--- src/rtl/pipe_hazard_sched_if.sv ---
// Pipeline-side bundle for the interlock scheduler.
// The master is the pipeline. It drives the step-2 instruction fields and the
// step-3 branch resolution. The slave is the scheduler. It returns the hazard,
// stall, bubble and flush controls, the FSM state and the stall counter.
//   opcode/rs/rt/rd_step_2, valid_step_2 : instruction currently in step 2
//   beq_taken_step_3                     : beq in step 3 resolved taken
//   is_hazzard, stall, bubble_step_3, flush : interlock controls for this cycle
//   state, stall_cnt                     : registered status
interface pipe_hazard_sched_if #(
    parameter int unsigned OPCODE_W = 6,
    parameter int unsigned REG_W    = 5,
    parameter int unsigned CNT_W    = 16
);
    logic [OPCODE_W-1:0] opcode_step_2;
    logic [REG_W-1:0]    rs_step_2;
    logic [REG_W-1:0]    rt_step_2;
    logic [REG_W-1:0]    rd_step_2;
    logic                valid_step_2;
    logic                beq_taken_step_3;
    logic                is_hazzard;
    logic                stall;
    logic                bubble_step_3;
    logic                flush;
    logic [1:0]          state;
    logic [CNT_W-1:0]    stall_cnt;

    modport master (
        output opcode_step_2, rs_step_2, rt_step_2, rd_step_2, valid_step_2,
               beq_taken_step_3,
        input  is_hazzard, stall, bubble_step_3, flush, state, stall_cnt
    );

    modport slave (
        input  opcode_step_2, rs_step_2, rt_step_2, rd_step_2, valid_step_2,
               beq_taken_step_3,
        output is_hazzard, stall, bubble_step_3, flush, state, stall_cnt
    );
endinterface

--- src/rtl/pipe_hazard_sched.sv ---
// Interlock scheduler for a 5-step pipeline.
// It tracks the destination registers in flight in steps 3..5. It stalls steps
// 1-2 on a read-after-write dependency and flushes steps 1-2 on a taken beq.
// In both cases it places a bubble into step 3.
//   clk, rst : pipeline clock and synchronous active-high reset
//   bus      : slave side of pipe_hazard_sched_if
//              (step-2 instruction in, interlock controls and status out)
// is_hazzard, stall, flush and bubble_step_3 are combinational decisions for the
// current cycle. state and stall_cnt are registered.
module pipe_hazard_sched #(
    parameter int unsigned OPCODE_W = 6,
    parameter int unsigned REG_W    = 5,
    parameter int unsigned CNT_W    = 16
) (
    input  logic                clk,
    input  logic                rst,
    pipe_hazard_sched_if.slave  bus
);
    localparam logic [OPCODE_W-1:0] OP_RTYPE = OPCODE_W'(6'b000000);
    localparam logic [OPCODE_W-1:0] OP_ADDI  = OPCODE_W'(6'b001000);
    localparam logic [OPCODE_W-1:0] OP_LW    = OPCODE_W'(6'b100011);
    localparam logic [OPCODE_W-1:0] OP_SW    = OPCODE_W'(6'b101011);
    localparam logic [OPCODE_W-1:0] OP_BEQ   = OPCODE_W'(6'b000100);

    typedef enum logic [1:0] {
        ST_RUN   = 2'd0,
        ST_STALL = 2'd1,
        ST_FLUSH = 2'd2
    } state_t;

    state_t           state_q, state_d;
    logic             v3_q, v4_q, v5_q;
    logic [REG_W-1:0] d3_q, d4_q, d5_q;
    logic [CNT_W-1:0] stall_cnt_q;

    logic             writes_c, use_rs_c, use_rt_c, hazard_c;
    logic [REG_W-1:0] dst_c;
    logic             stall_c, flush_c, bubble_c, issue_c;

    // A non-zero source is a hazard while any valid tracker entry targets it.
    // T5 still counts because the register file writes on the step-5 edge.
    function automatic logic hit(input logic [REG_W-1:0] src,
                                 input logic v3, input logic [REG_W-1:0] d3,
                                 input logic v4, input logic [REG_W-1:0] d4,
                                 input logic v5, input logic [REG_W-1:0] d5);
        hit = (src != '0) && ((v3 && d3 == src) || (v4 && d4 == src) ||
                              (v5 && d5 == src));
    endfunction

    // Step-2 decode: the written register and the sources actually read.
    always_comb begin
        writes_c = 1'b0;
        dst_c    = '0;
        use_rs_c = 1'b0;
        use_rt_c = 1'b0;
        case (bus.opcode_step_2)
            OP_RTYPE: begin
                writes_c = 1'b1;
                dst_c    = bus.rd_step_2;
                use_rs_c = 1'b1;
                use_rt_c = 1'b1;
            end
            OP_ADDI, OP_LW: begin
                writes_c = 1'b1;
                dst_c    = bus.rt_step_2;
                use_rs_c = 1'b1;
            end
            OP_SW, OP_BEQ: begin
                use_rs_c = 1'b1;
                use_rt_c = 1'b1;
            end
            default: ;
        endcase
    end

    always_comb begin
        hazard_c = bus.valid_step_2 &&
                   ((use_rs_c && hit(bus.rs_step_2, v3_q, d3_q, v4_q, d4_q, v5_q, d5_q)) ||
                    (use_rt_c && hit(bus.rt_step_2, v3_q, d3_q, v4_q, d4_q, v5_q, d5_q)));
    end

    // Next-state and interlock decision; a taken beq overrides a pending stall.
    always_comb begin
        stall_c  = 1'b0;
        flush_c  = 1'b0;
        bubble_c = 1'b0;
        issue_c  = 1'b0;
        state_d  = ST_RUN;
        if (bus.beq_taken_step_3) begin
            flush_c  = 1'b1;
            bubble_c = 1'b1;
            state_d  = ST_FLUSH;
        end else if (hazard_c) begin
            stall_c  = 1'b1;
            bubble_c = 1'b1;
            state_d  = ST_STALL;
        end else begin
            issue_c  = bus.valid_step_2;
        end
    end

    // State register, destination tracker shift and saturating stall counter.
    always_ff @(posedge clk) begin
        if (rst) begin
            state_q     <= ST_RUN;
            v3_q        <= 1'b0;
            v4_q        <= 1'b0;
            v5_q        <= 1'b0;
            d3_q        <= '0;
            d4_q        <= '0;
            d5_q        <= '0;
            stall_cnt_q <= '0;
        end else begin
            state_q <= state_d;
            v5_q    <= v4_q;
            d5_q    <= d4_q;
            v4_q    <= v3_q;
            d4_q    <= d3_q;
            v3_q    <= issue_c && writes_c && (dst_c != '0);
            d3_q    <= dst_c;
            if (stall_c && (stall_cnt_q != '1)) begin
                stall_cnt_q <= stall_cnt_q + CNT_W'(1);
            end
        end
    end

    assign bus.is_hazzard    = hazard_c;
    assign bus.stall         = stall_c;
    assign bus.flush         = flush_c;
    assign bus.bubble_step_3 = bubble_c;
    assign bus.state         = state_q;
    assign bus.stall_cnt     = stall_cnt_q;
endmodule
--- src/flat_wrapper.sv ---
// flat-port wrapper written by rule: the top's interface ports become plain ports
module pipe_hazard_sched_flat 
#(
    parameter int unsigned OPCODE_W = 6,
    parameter int unsigned REG_W    = 5,
    parameter int unsigned CNT_W    = 16
)
  (clk, rst, bus_opcode_step_2, bus_rs_step_2, bus_rt_step_2, bus_rd_step_2, bus_valid_step_2, bus_beq_taken_step_3, bus_is_hazzard, bus_stall, bus_bubble_step_3, bus_flush, bus_state, bus_stall_cnt);
  pipe_hazard_sched_if #(.OPCODE_W(OPCODE_W), .REG_W(REG_W), .CNT_W(CNT_W)) bus_i ();
  input  logic clk;
  input  logic rst;
  input wire logic [$bits(bus_i.opcode_step_2)-1:0] bus_opcode_step_2;
  input wire logic [$bits(bus_i.rs_step_2)-1:0] bus_rs_step_2;
  input wire logic [$bits(bus_i.rt_step_2)-1:0] bus_rt_step_2;
  input wire logic [$bits(bus_i.rd_step_2)-1:0] bus_rd_step_2;
  input wire logic [$bits(bus_i.valid_step_2)-1:0] bus_valid_step_2;
  input wire logic [$bits(bus_i.beq_taken_step_3)-1:0] bus_beq_taken_step_3;
  output wire logic [$bits(bus_i.is_hazzard)-1:0] bus_is_hazzard;
  output wire logic [$bits(bus_i.stall)-1:0] bus_stall;
  output wire logic [$bits(bus_i.bubble_step_3)-1:0] bus_bubble_step_3;
  output wire logic [$bits(bus_i.flush)-1:0] bus_flush;
  output wire logic [$bits(bus_i.state)-1:0] bus_state;
  output wire logic [$bits(bus_i.stall_cnt)-1:0] bus_stall_cnt;
  assign bus_i.opcode_step_2 = bus_opcode_step_2;
  assign bus_i.rs_step_2 = bus_rs_step_2;
  assign bus_i.rt_step_2 = bus_rt_step_2;
  assign bus_i.rd_step_2 = bus_rd_step_2;
  assign bus_i.valid_step_2 = bus_valid_step_2;
  assign bus_i.beq_taken_step_3 = bus_beq_taken_step_3;
  assign bus_is_hazzard = bus_i.is_hazzard;
  assign bus_stall = bus_i.stall;
  assign bus_bubble_step_3 = bus_i.bubble_step_3;
  assign bus_flush = bus_i.flush;
  assign bus_state = bus_i.state;
  assign bus_stall_cnt = bus_i.stall_cnt;
  pipe_hazard_sched #(.OPCODE_W(OPCODE_W), .REG_W(REG_W), .CNT_W(CNT_W)) u_core (.clk(clk), .rst(rst), .bus(bus_i));
endmodule
--- config.mk ---
export PLATFORM = sky130hd
export DESIGN_NAME = pipe_hazard_sched_flat
export DESIGN_NICKNAME = d
export VERILOG_FILES = /design/src/rtl/pipe_hazard_sched_if.sv /design/src/rtl/pipe_hazard_sched.sv /design/src/flat_wrapper.sv
export SDC_FILE = /design/constraint.sdc
export NUM_CORES = 1
export LEC_CHECK = 0
export BUFFER_PORTS_ARGS = -buffer_cell sky130_fd_sc_hd__buf_2
export CAP_MARGIN = 20
export CORE_MARGIN = 2
export CORE_UTILIZATION = 37
export CTS_CLUSTER_SIZE = 16
export DETAILED_ROUTE_END_ITERATION = 16
export PLACE_DENSITY = 0.56
export REMOVE_ABC_BUFFERS = 1
export SETUP_SLACK_MARGIN = 0.02
export SYNTH_ARGS = -nofsm -noshare
export SYNTH_HDL_FRONTEND = slang
export SYNTH_SLANG_ARGS = --single-unit
--- constraint.sdc ---
create_clock -name clk -period 4.1 [get_ports clk]
set_clock_uncertainty 0.15 [all_clocks]
set_input_delay 0.205 -clock clk [delete_from_list [all_inputs] [get_ports clk]]
set_output_delay 0.205 -clock clk [all_outputs]
set_load 0.005 [all_outputs]
==> metrics, run 1 <==
Clock Path Buffers 2; critical setup path kind flop to flop; full die area 5760 sq um; crit share post-route between 60 and 70%; total number of yosys warnings 0; FMAX 393 MHz; Yosys cell types 40; core region area between 5000 and 6000 sq um; Max-cap violations 0; Hold Vio Cnt, Final 0; CTS buffer count 5; layout cell share with drive strength beyond 1 23.1%; hold-fix buffers at CTS 0; total grt overflow 0; worst hold path class primary input to flop; Worst EP required just over 4 ns; number of flops mapped to enable cells by yosys 0; synthesized flop and latch total 36; largest net degree at the start of global routing 38; post-route ant nets 0; r2r setup slk about 1.6 ns; crit path max fanout 16; Die W around 76 um; sequential fraction of the synthesis area between 30% and 40%; LEAKAGE 0.000924 uW; TritonCTS clock tree built; H-tree depth 2; Clock Sink Count 36; CTS clock-pin slew for the worst setup and hold paths about 0.080 ns; first-pass GRT wire length ~7500 um; vias in the first global route about 1600; synthesized cell area approximately 1900 sq um; hold depth 2; Post-synth ARST share 0%; TNS Setup 0 ns; outcome complete, no violations; Tightest Pin Transition around 0.81 ns; Initial Util 37.9%; PortBufs 46; diode count 0; synthesized instance count between 200 and 250; Worst R2R Path Depth 7; final setup fails 0; hold path start bus_beq_taken_step_3; FP Rows 26; Max IR drop VDD ~0.24 mV; DR iter-0 viols around 80; Root Buffer clkbuf_8; hpwl dp around 3200 um; postcts setup bufs 0; Fillers between 500 and 600; Post-Syn Area per Cell a little under 9 sq um; Max-slew headroom between 40% and 50%; worst-skew pair later-pin latency 0.28 ns; cell area after layout about 2300 sq um; DRC Markers 0; Die Ht roughly 76 um; RSZ-0062 raised after global routing no; cts repair resizes 0; drt first pass iters 4; P per Cell Area slightly above 300 nW/um^2; vias roughly 1700; gpl congestion between 0.8 and 0.9; initial antenna violation count 0; GRT Resource Usage Total between 15 and 20%; IO Pins 47; highest-count cells in the layout ignoring fill and taps 46 x buf_2, 36 x dfxtp_1, 24 x xor2_1; P&R area growth vs syn 19.7%; minimum clock period 2.54 ns; Startpoint Class flop; Placed Area between 2000 and 2500 sq um; RR Startpoint u_core.bus.stall_cnt[3]$_SDFFE_PP0P_; Post-synth top flop dfxtp_1; fin nets roughly 290; WL per Instance around 13 um; routed wire length approximately 4500 um; Final Slew Violations 0; Worst Hold Endpoint u_core.bus.state[1]$_SDFF_PP0_; Critical Path Sink Type flop; WP data arrival ~2.5 ns; reg2reg end u_core.bus.stall_cnt[10]$_SDFFE_PP0P_; leading cell type in the layout, fill and taps excluded buf_2; Via density about 5.2
## layout make-up
cell class	count	area, sq um	share of cell area [%]
clock inverter	3	42.5	1.86
inverter	4	15.0	0.656
timing repair buffer	48	245	10.7
tap	70	87.6	3.83
multi-input combinational	168	1110	48.5
clock buffer	5	68.8	3.01
sequential	36	721	31.5
## critical path, cell delays in order (launching register included)
cell and delay [ns]:
dfxtp_1 0.41, and4_1 0.21, and2_1 0.22, nand3_1 0.20, nor3_2 0.71, buf_4 0.31, or4_1 0.12, a21oi_1 0.06
## cells in the mapped netlist (2+ instances only)
cell type / count / area share (%)
nand2_1: 7 / 1.4
xor2_1: 24 / 11
dfxtp_1: 36 / 38
xnor2_1: 6 / 2.7
or3_1: 3 / 0.98
buf_6: 2 / 1.2
a22oi_1: 5 / 2.0
or4_1: 13 / 5.1
nor2b_1: 15 / 4.9
nand3_1: 16 / 4.2
and2_1: 2 / 0.65
or2_1: 2 / 0.65
clkbuf_1: 5 / 0.98
buf_2: 3 / 0.78
and3_1: 3 / 0.98
nor4_1: 6 / 2.0
nand4_1: 2 / 0.65
nor3_1: 4 / 1.0
o31ai_1: 12 / 4.7
inv_1: 4 / 0.78
nor2_1: 11 / 2.2
o21ai_0: 5 / 1.3
a21oi_1: 17 / 4.4
## sequential cells by signal (all words and copies together) (netlist names)
| name | flops |
|---|---|
| u_core.v5_q | 1 |
| u_core.d3_q | 5 |
| u_core.d5_q | 5 |
| u_core.v3_q | 1 |
| u_core.bus.state | 2 |
| u_core.v4_q | 1 |
| u_core.bus.stall_cnt | 16 |
| u_core.d4_q | 5 |
## cell families after synthesis
group           share of synthesized area [%]
mux                                     0.589
simple gates                             28.1
fa+ha+maj                               0.654
buf+inv                                  4.32
flops                                    37.7
compound gates                           15.0
xor+xnor                                 13.7
## metrics by stage
| step | std cells | hold WS (ns) | total power, uW | util [%] | setup WS, ns |
|---|---|---|---|---|---|
| global route | 334 | 0.0252 | 745 | 45.4 | 1.26 |
| CTS | 334 | 0.0259 | 721 | 45.4 | 1.54 |
| finish | 334 | 0.0260 | 710 | 45.4 | 1.56 |
| floorplan | 208 | 0.124 | 380 | - | 1.70 |
| global placement | 326 | 0.315 | 412 | 43.2 | 1.49 |
| detailed placement | 326 | 0.324 | 412 | 43.2 | 1.50 |
## how the worst max path moves through the flow
| stage | from | end | slack [ns] | depth (start not counted) |
|---|---|---|---|---|
| 6_report | u_core.bus.stall_cnt[3]$_SDFFE_PP0P_ | u_core.bus.stall_cnt[10]$_SDFFE_PP0P_ | 1.56 | 7 |
| 5_1_grt | u_core.bus.stall_cnt[3]$_SDFFE_PP0P_ | u_core.bus.stall_cnt[10]$_SDFFE_PP0P_ | 1.26 | 7 |
| 4_1_cts | u_core.d5_q[1]$_SDFF_PP0_ | u_core.bus.stall_cnt[6]$_SDFFE_PP0P_ | 1.54 | 8 |
| 3_5_place_dp | bus_rs_step_2[1] | u_core.bus.stall_cnt[6]$_SDFFE_PP0P_ | 1.50 | 9 |
| 3_3_place_gp | bus_rs_step_2[1] | u_core.bus.stall_cnt[6]$_SDFFE_PP0P_ | 1.49 | 9 |
| 2_1_floorplan | u_core.bus.stall_cnt[3]$_SDFFE_PP0P_ | u_core.bus.stall_cnt[6]$_SDFFE_PP0P_ | 1.70 | 6 |
## report_power, final
part           total (uW)  internal [uW]  switching [uW]
logic                51.9           21.7            30.2
registers             352            351            1.07
clock network         307            180             127
total                 710            552             158
## metal layers
| layer | vias to the layer above | global-route usage (%) | share of wire [%] |
|---|---|---|---|
| met2 | 46 | 25.5 | 45 |
| met5 | - | 0 | 0 |
| met1 | 794 | 21.5 | 48 |
| met4 | 0 | 3.82 | 0.74 |
| met3 | 2 | 3.69 | 5.9 |
| li1 | 886 | - | - |
Power figures use the tool's default switching activity.
==> run 2, diff against run 1 <==
==> constraint.sdc (replaced) <==
create_clock -name clk -period 2.6 [get_ports clk]
set_clock_uncertainty 0.15 [all_clocks]
set_input_delay 0.13 -clock clk [delete_from_list [all_inputs] [get_ports clk]]
set_output_delay 0.13 -clock clk [all_outputs]
set_load 0.005 [all_outputs]
==> run 2 against run 1 <==
Final cell count increased by 3.0%. Critical path type unchanged. Register-to-register slack got worse by 1.4 ns. Combinational power increased by 80%. Worst setup slack got worse by 1.4 ns.
==> metrics, run 2 (synthesis gave the netlist of run 1 again) <==
Max IR drop VDD 0.240 mV; critical setup path kind flop to flop; Startpoint Class flop; Layout Utilization 47.7%; total grt overflow 0; TritonCTS clock tree built; DRC Markers 0; crit path max fanout 14; Clock Path Buffers 2; LEAKAGE a little under 0.001 uW; FMAX 412 MHz; full die area 5760 sq um; Max-slew headroom 53.6%; TNS Setup 0 ns; vias in the first global route roughly 1700; slowest CP cell or4_1; Hold Vio Cnt, Final 0; core region area 5040 sq um; start point of the critical path u_core.d4_q[1]$_SDFF_PP0_; gpl congestion approximately 0.75; Largest register FFs 16; Worst path max stage delay slightly below 0.5 ns; Initial Util 37.9%; Place WS between 0.1 and 0.15 ns; CP cell instances xor2_1 > nor4_2 > nand3_1 > a31oi_4 > o21ai_4 > buf_4 > or4_1 > a21oi_1; r2r setup slk between 0.15 and 0.2 ns; outcome complete, no violations; CP endpoint u_core.bus.stall_cnt[13]$_SDFFE_PP0P_; final setup margin 0.172 ns; RSZ-0062 raised after global routing no; Fillers ~470; hold path start bus_rt_step_2[4]; largest net degree at the start of global routing 38; Worst EP required approximately 2.7 ns; CTS clock-pin slew for the worst setup and hold paths about 0.07 ns; diode count 0; vias between 1500 and 2000; RR Startpoint u_core.d4_q[1]$_SDFF_PP0_; DR iter-0 viols 57; Die Ht roughly 76 um; Detail Route met3 WL 228 um; Tightest Pin Transition roughly 0.70 ns; drt first pass iters 4; post-route ant nets 0; worst hold path class primary input to flop; minimum clock period about 2.4 ns; Metal-1 WL about 2200 um; leading cell type in the layout, fill and taps excluded buf_2; CTS buffer count 5; hpwl dp around 3300 um; WP data arrival around 2.5 ns; PortBufs between 40 and 50; final setup fails 0; FP Rows 26; GRT Resource Usage Total between 10% and 20%; reg2reg end u_core.bus.stall_cnt[13]$_SDFFE_PP0P_; crit share post-route 93.4%; routed wire length 4580 um; Final Slew Violations 0; initial antenna violation count 0; layout cell share with drive strength beyond 1 approximately a quarter; Via density around 5.2; Max-cap violations 0; H-tree depth 2; Final Power 1060 uW; WL per Instance approximately 13 um; Die W about 76 um; highest-count cells in the layout ignoring fill and taps 46 x buf_2, 36 x dfxtp_1, 24 x xor2_1; highest metal used met4; first-pass GRT wire length 7690 um; fin nets approximately 300; Clock Sink Count 36; worst-skew pair later-pin latency 0.29 ns; Worst R2R Path Depth 8; P&R area growth vs syn 25.8%; Critical Path Sink Type flop; Root Buffer clkbuf_8; postcts setup bufs 0; P per Cell Area about 440 nW/um^2; IO Pins 47; routed wl met2 around 2100 um
==> run 2: changes by cell type in the layout (fill, tap and decap cells not counted), sizes merged <==
cell and delta:
dlygate4sd3 +6, buf +4, clkbuf +3, bufinv -1, clkinv -1, clkinvlp -1
==> run 2: how the worst min path moves through the flow <==
stage | end | slack (ns) | cells past startpoint
final | u_core.d3_q[4]$_SDFF_PP0_ | 0.05 | 3
after global routing | u_core.d3_q[3]$_SDFF_PP0_ | 0.06 | 3
after CTS | u_core.d3_q[4]$_SDFF_PP0_ | 0.04 | 3
after floorplan | u_core.bus.stall_cnt[0]$_SDFFE_PP0P_ | 0.05 | 1
after detailed placement | u_core.bus.state[1]$_SDFF_PP0_ | 0.24 | 2
after global placement | u_core.bus.state[1]$_SDFF_PP0_ | 0.24 | 2
==> run 2: through the flow <==
stage	hold WS, ns	instance area (sq um)	std cells
2_1_floorplan	0.0491	1850	208
3_3_place_gp	0.237	2210	330
3_5_place_dp	0.244	2210	330
4_1_cts	0.0421	2360	344
5_1_grt	0.0624	2410	344
6_report	0.0485	2410	344
==> run 2: repair_timing <==
item,CTS,global route
hold buffers,6,0
setup endpoints to repair,0,7
gates resized for setup,0,7
endpoints found under the hold margin,6,0
==> run 2: power breakdown <==
group	leakage, uW	internal (uW)	switching [uW]
clock network	0.0000455	216	199
logic	0.000627	41.5	52.1
registers	0.000290	553	1.67
total	0.000962	811	252
==> run 2: layout make-up <==
type | count | area [sq um] | share of cell area [%]
multi-input cells | 168 | 1160 | 48.1
repair buffers | 58 | 335 | 13.9
inverters | 4 | 15.0 | 0.624
well taps | 70 | 87.6 | 3.64
clock buffers | 8 | 90.1 | 3.74
flip-flops and latches | 36 | 721 | 30.0
==> run 2: routing by layer <==
| layer | vias to the layer above | GRT usage, % |
|---|---|---|
| li1 | 906 | - |
| met1 | 829 | 22.4 |
| met2 | 42 | 25.4 |
| met3 | 6 | 4.17 |
| met4 | 0 | 5.45 |
| met5 | - | 0 |
==> run 2: worst max-delay path: cells and delay by family, from the launching register on <==
kind                      cells  cell delay [ns]
buffers and inverters         1             0.20
AOI/OAI and AO/OA             3             0.54
DFF                           1             0.34
and+or+nand+nor               3             0.96
xor gates and xnor gates      1             0.16
==> run 3, diff against run 2 <==
--- a/config.mk
+++ b/config.mk
@@ -11,7 +11,7 @@
 export CORE_UTILIZATION = 37
 export CTS_CLUSTER_SIZE = 16
 export DETAILED_ROUTE_END_ITERATION = 16
-export PLACE_DENSITY = 0.56
+export PLACE_DENSITY = 0.71
 export REMOVE_ABC_BUFFERS = 1
 export SETUP_SLACK_MARGIN = 0.02
 export SYNTH_ARGS = -nofsm -noshare
==> run 3 against run 2 <==
Routed wire length is 6.3% higher. Largest power group unchanged. Via count is 0.22% higher. Die area stayed put. Clock-buffer cell count stayed put. Maximum frequency is 0.44% lower. Global-route usage is 0.23 points higher. Combinational power is 0.9% higher. Non-clock buffer count is 1 higher. Utilization is 0.074 points higher. Flip-flop and latch count stayed put.
==> metrics, run 3 (synthesis gave the netlist of run 1 again) <==
outcome complete, no violations; Startpoint Class flop; drt first pass iters 4; largest net degree at the start of global routing 38; layout cell share with drive strength beyond 1 between 20% and 30%; RR Startpoint u_core.d3_q[1]$_SDFF_PP0_; total grt overflow 0; H-tree depth 2; final setup margin 0.161 ns; IO Pins 47; Place WS roughly 0.15 ns; Max-cap violations 0; leading cell type in the layout, fill and taps excluded buf_2; hpwl dp 3350 um; core region area 5040 sq um; Via density between 5 and 6; hold path start bus_rt_step_2[3]; P per Cell Area roughly 440 nW/um^2; Worst path max stage delay 0.50 ns; Initial Util between 30% and 40%; Clock Path Buffers 2; Die Ht 75.9 um; initial antenna violation count 0; critical path's top delay family simple AND/OR/NAND/NOR gates; vias roughly 1800; worst-skew pair later-pin latency 0.29 ns; TritonCTS clock tree built; GRT Resource Usage Total between 15 and 20%; Final Slew Violations 0; Critical path buffers and inverters 1; CTS buffer count 5; WP data arrival approximately 2.5 ns; RSZ-0062 raised after global routing no; vias in the first global route 1676; Critical Path Sink Type flop; Worst EP required around 2.7 ns; minimum clock period between 2 and 2.5 ns; final setup fails 0; Tightest Pin Transition between 0.6 and 0.7 ns; CP cell instances xor2_1 > nor4_1 > nand3_1 > a31oi_4 > o21ai_4 > buf_4 > or4_1 > a21oi_1; FP Rows 26; Max IR drop VDD 0.276 mV; Root Buffer clkbuf_8; highest-count cells in the layout ignoring fill and taps 46 x buf_2, 36 x dfxtp_1, 24 x xor2_1; PortBufs 46; crit path max fanout 14; first-pass GRT wire length around 8000 um; FMAX 410 MHz; diode count 0; crit share post-route around 94%; CTS clock-pin slew for the worst setup and hold paths approximately 0.060 ns; start point of the critical path u_core.d3_q[1]$_SDFF_PP0_; full die area between 5000 and 6000 sq um; Hold Vio Cnt, Final 0; worst hold slack between 0.06 and 0.07 ns; Max-slew headroom between 50% and 60%; worst hold path class primary input to flop; P&R area growth vs syn 26.0%; fin nets 300; gpl congestion about 0.80; Layout Utilization a little under half; Clock Sink Count 36; TNS Setup 0 ns; Die W roughly 76 um; LEAKAGE between 0.0009 and 0.001 uW; DR iter-0 viols 54; DRC Markers 0; Largest register FFs 16; slowest CP cell or4_1; critical setup path kind flop to flop; routed wire length about 4900 um; post-route ant nets 0; WL per Instance 14.1 um
==> run 3: timing repair <==
action,4_1_cts,5_1_grt
buffers inserted,0,0
gates resized for setup,0,6
endpoints found under the setup margin,0,7
hold endpoints to repair,6,0
hold buffers,6,0
==> run 3: area by class of cell <==
| type | count | area (sq um) |
|---|---|---|
| timing repair buffer | 59 | 343 |
| fill | 502 | 2630 |
| multi-input combinational | 168 | 1150 |
| inverter | 4 | 15.0 |
| clock buffer | 8 | 90.1 |
| tap | 70 | 87.6 |
| sequential | 36 | 721 |
==> run 3: final timing paths <==
| check | to | slack, ns | cells after the start |
|---|---|---|---|
| min | u_core.d3_q[3]$_SDFF_PP0_ | 0.06 | 3 |
| max reg2reg | u_core.bus.stall_cnt[13]$_SDFFE_PP0P_ | 0.16 | 8 |
| max | u_core.bus.stall_cnt[13]$_SDFFE_PP0P_ | 0.16 | 8 |
| min reg2reg | u_core.v5_q$_SDFF_PP0_ | 0.34 | 1 |
==> run 3: per-layer routing <==
layer  GRT usage (%)  vias to the layer above  part of all wire, %
met5               0                        -                    0
met4            5.82                        0                  1.6
met3            4.17                        9                  5.6
met2            26.6                       51                   47
met1            21.8                      818                   46
li1                -                      909                    -
==> run 3: power by group <==
group	internal (uW)	total, uW	switching, uW
Clock	216	408	192
Combinational	41.2	94.4	53.2
Sequential	554	555	1.66
==> run 3: stage by stage <==
stage / instances / power [uW] / instance area, sq um
floorplan: 208 / 599 / 1850
global placement: 331 / 650 / 2220
detailed placement: 331 / 651 / 2220
CTS: 345 / 1060 / 2370
global route: 345 / 1100 / 2410
finish: 345 / 1060 / 2410
==> run 3: worst reg2reg max path: stages, from the launching register on <==
cell,delay (ns)
dfxtp_1,0.33
xor2_1,0.15
nor4_1,0.30
nand3_1,0.19
a31oi_4,0.26
o21ai_4,0.13
buf_4,0.20
or4_1,0.50
a21oi_1,0.16
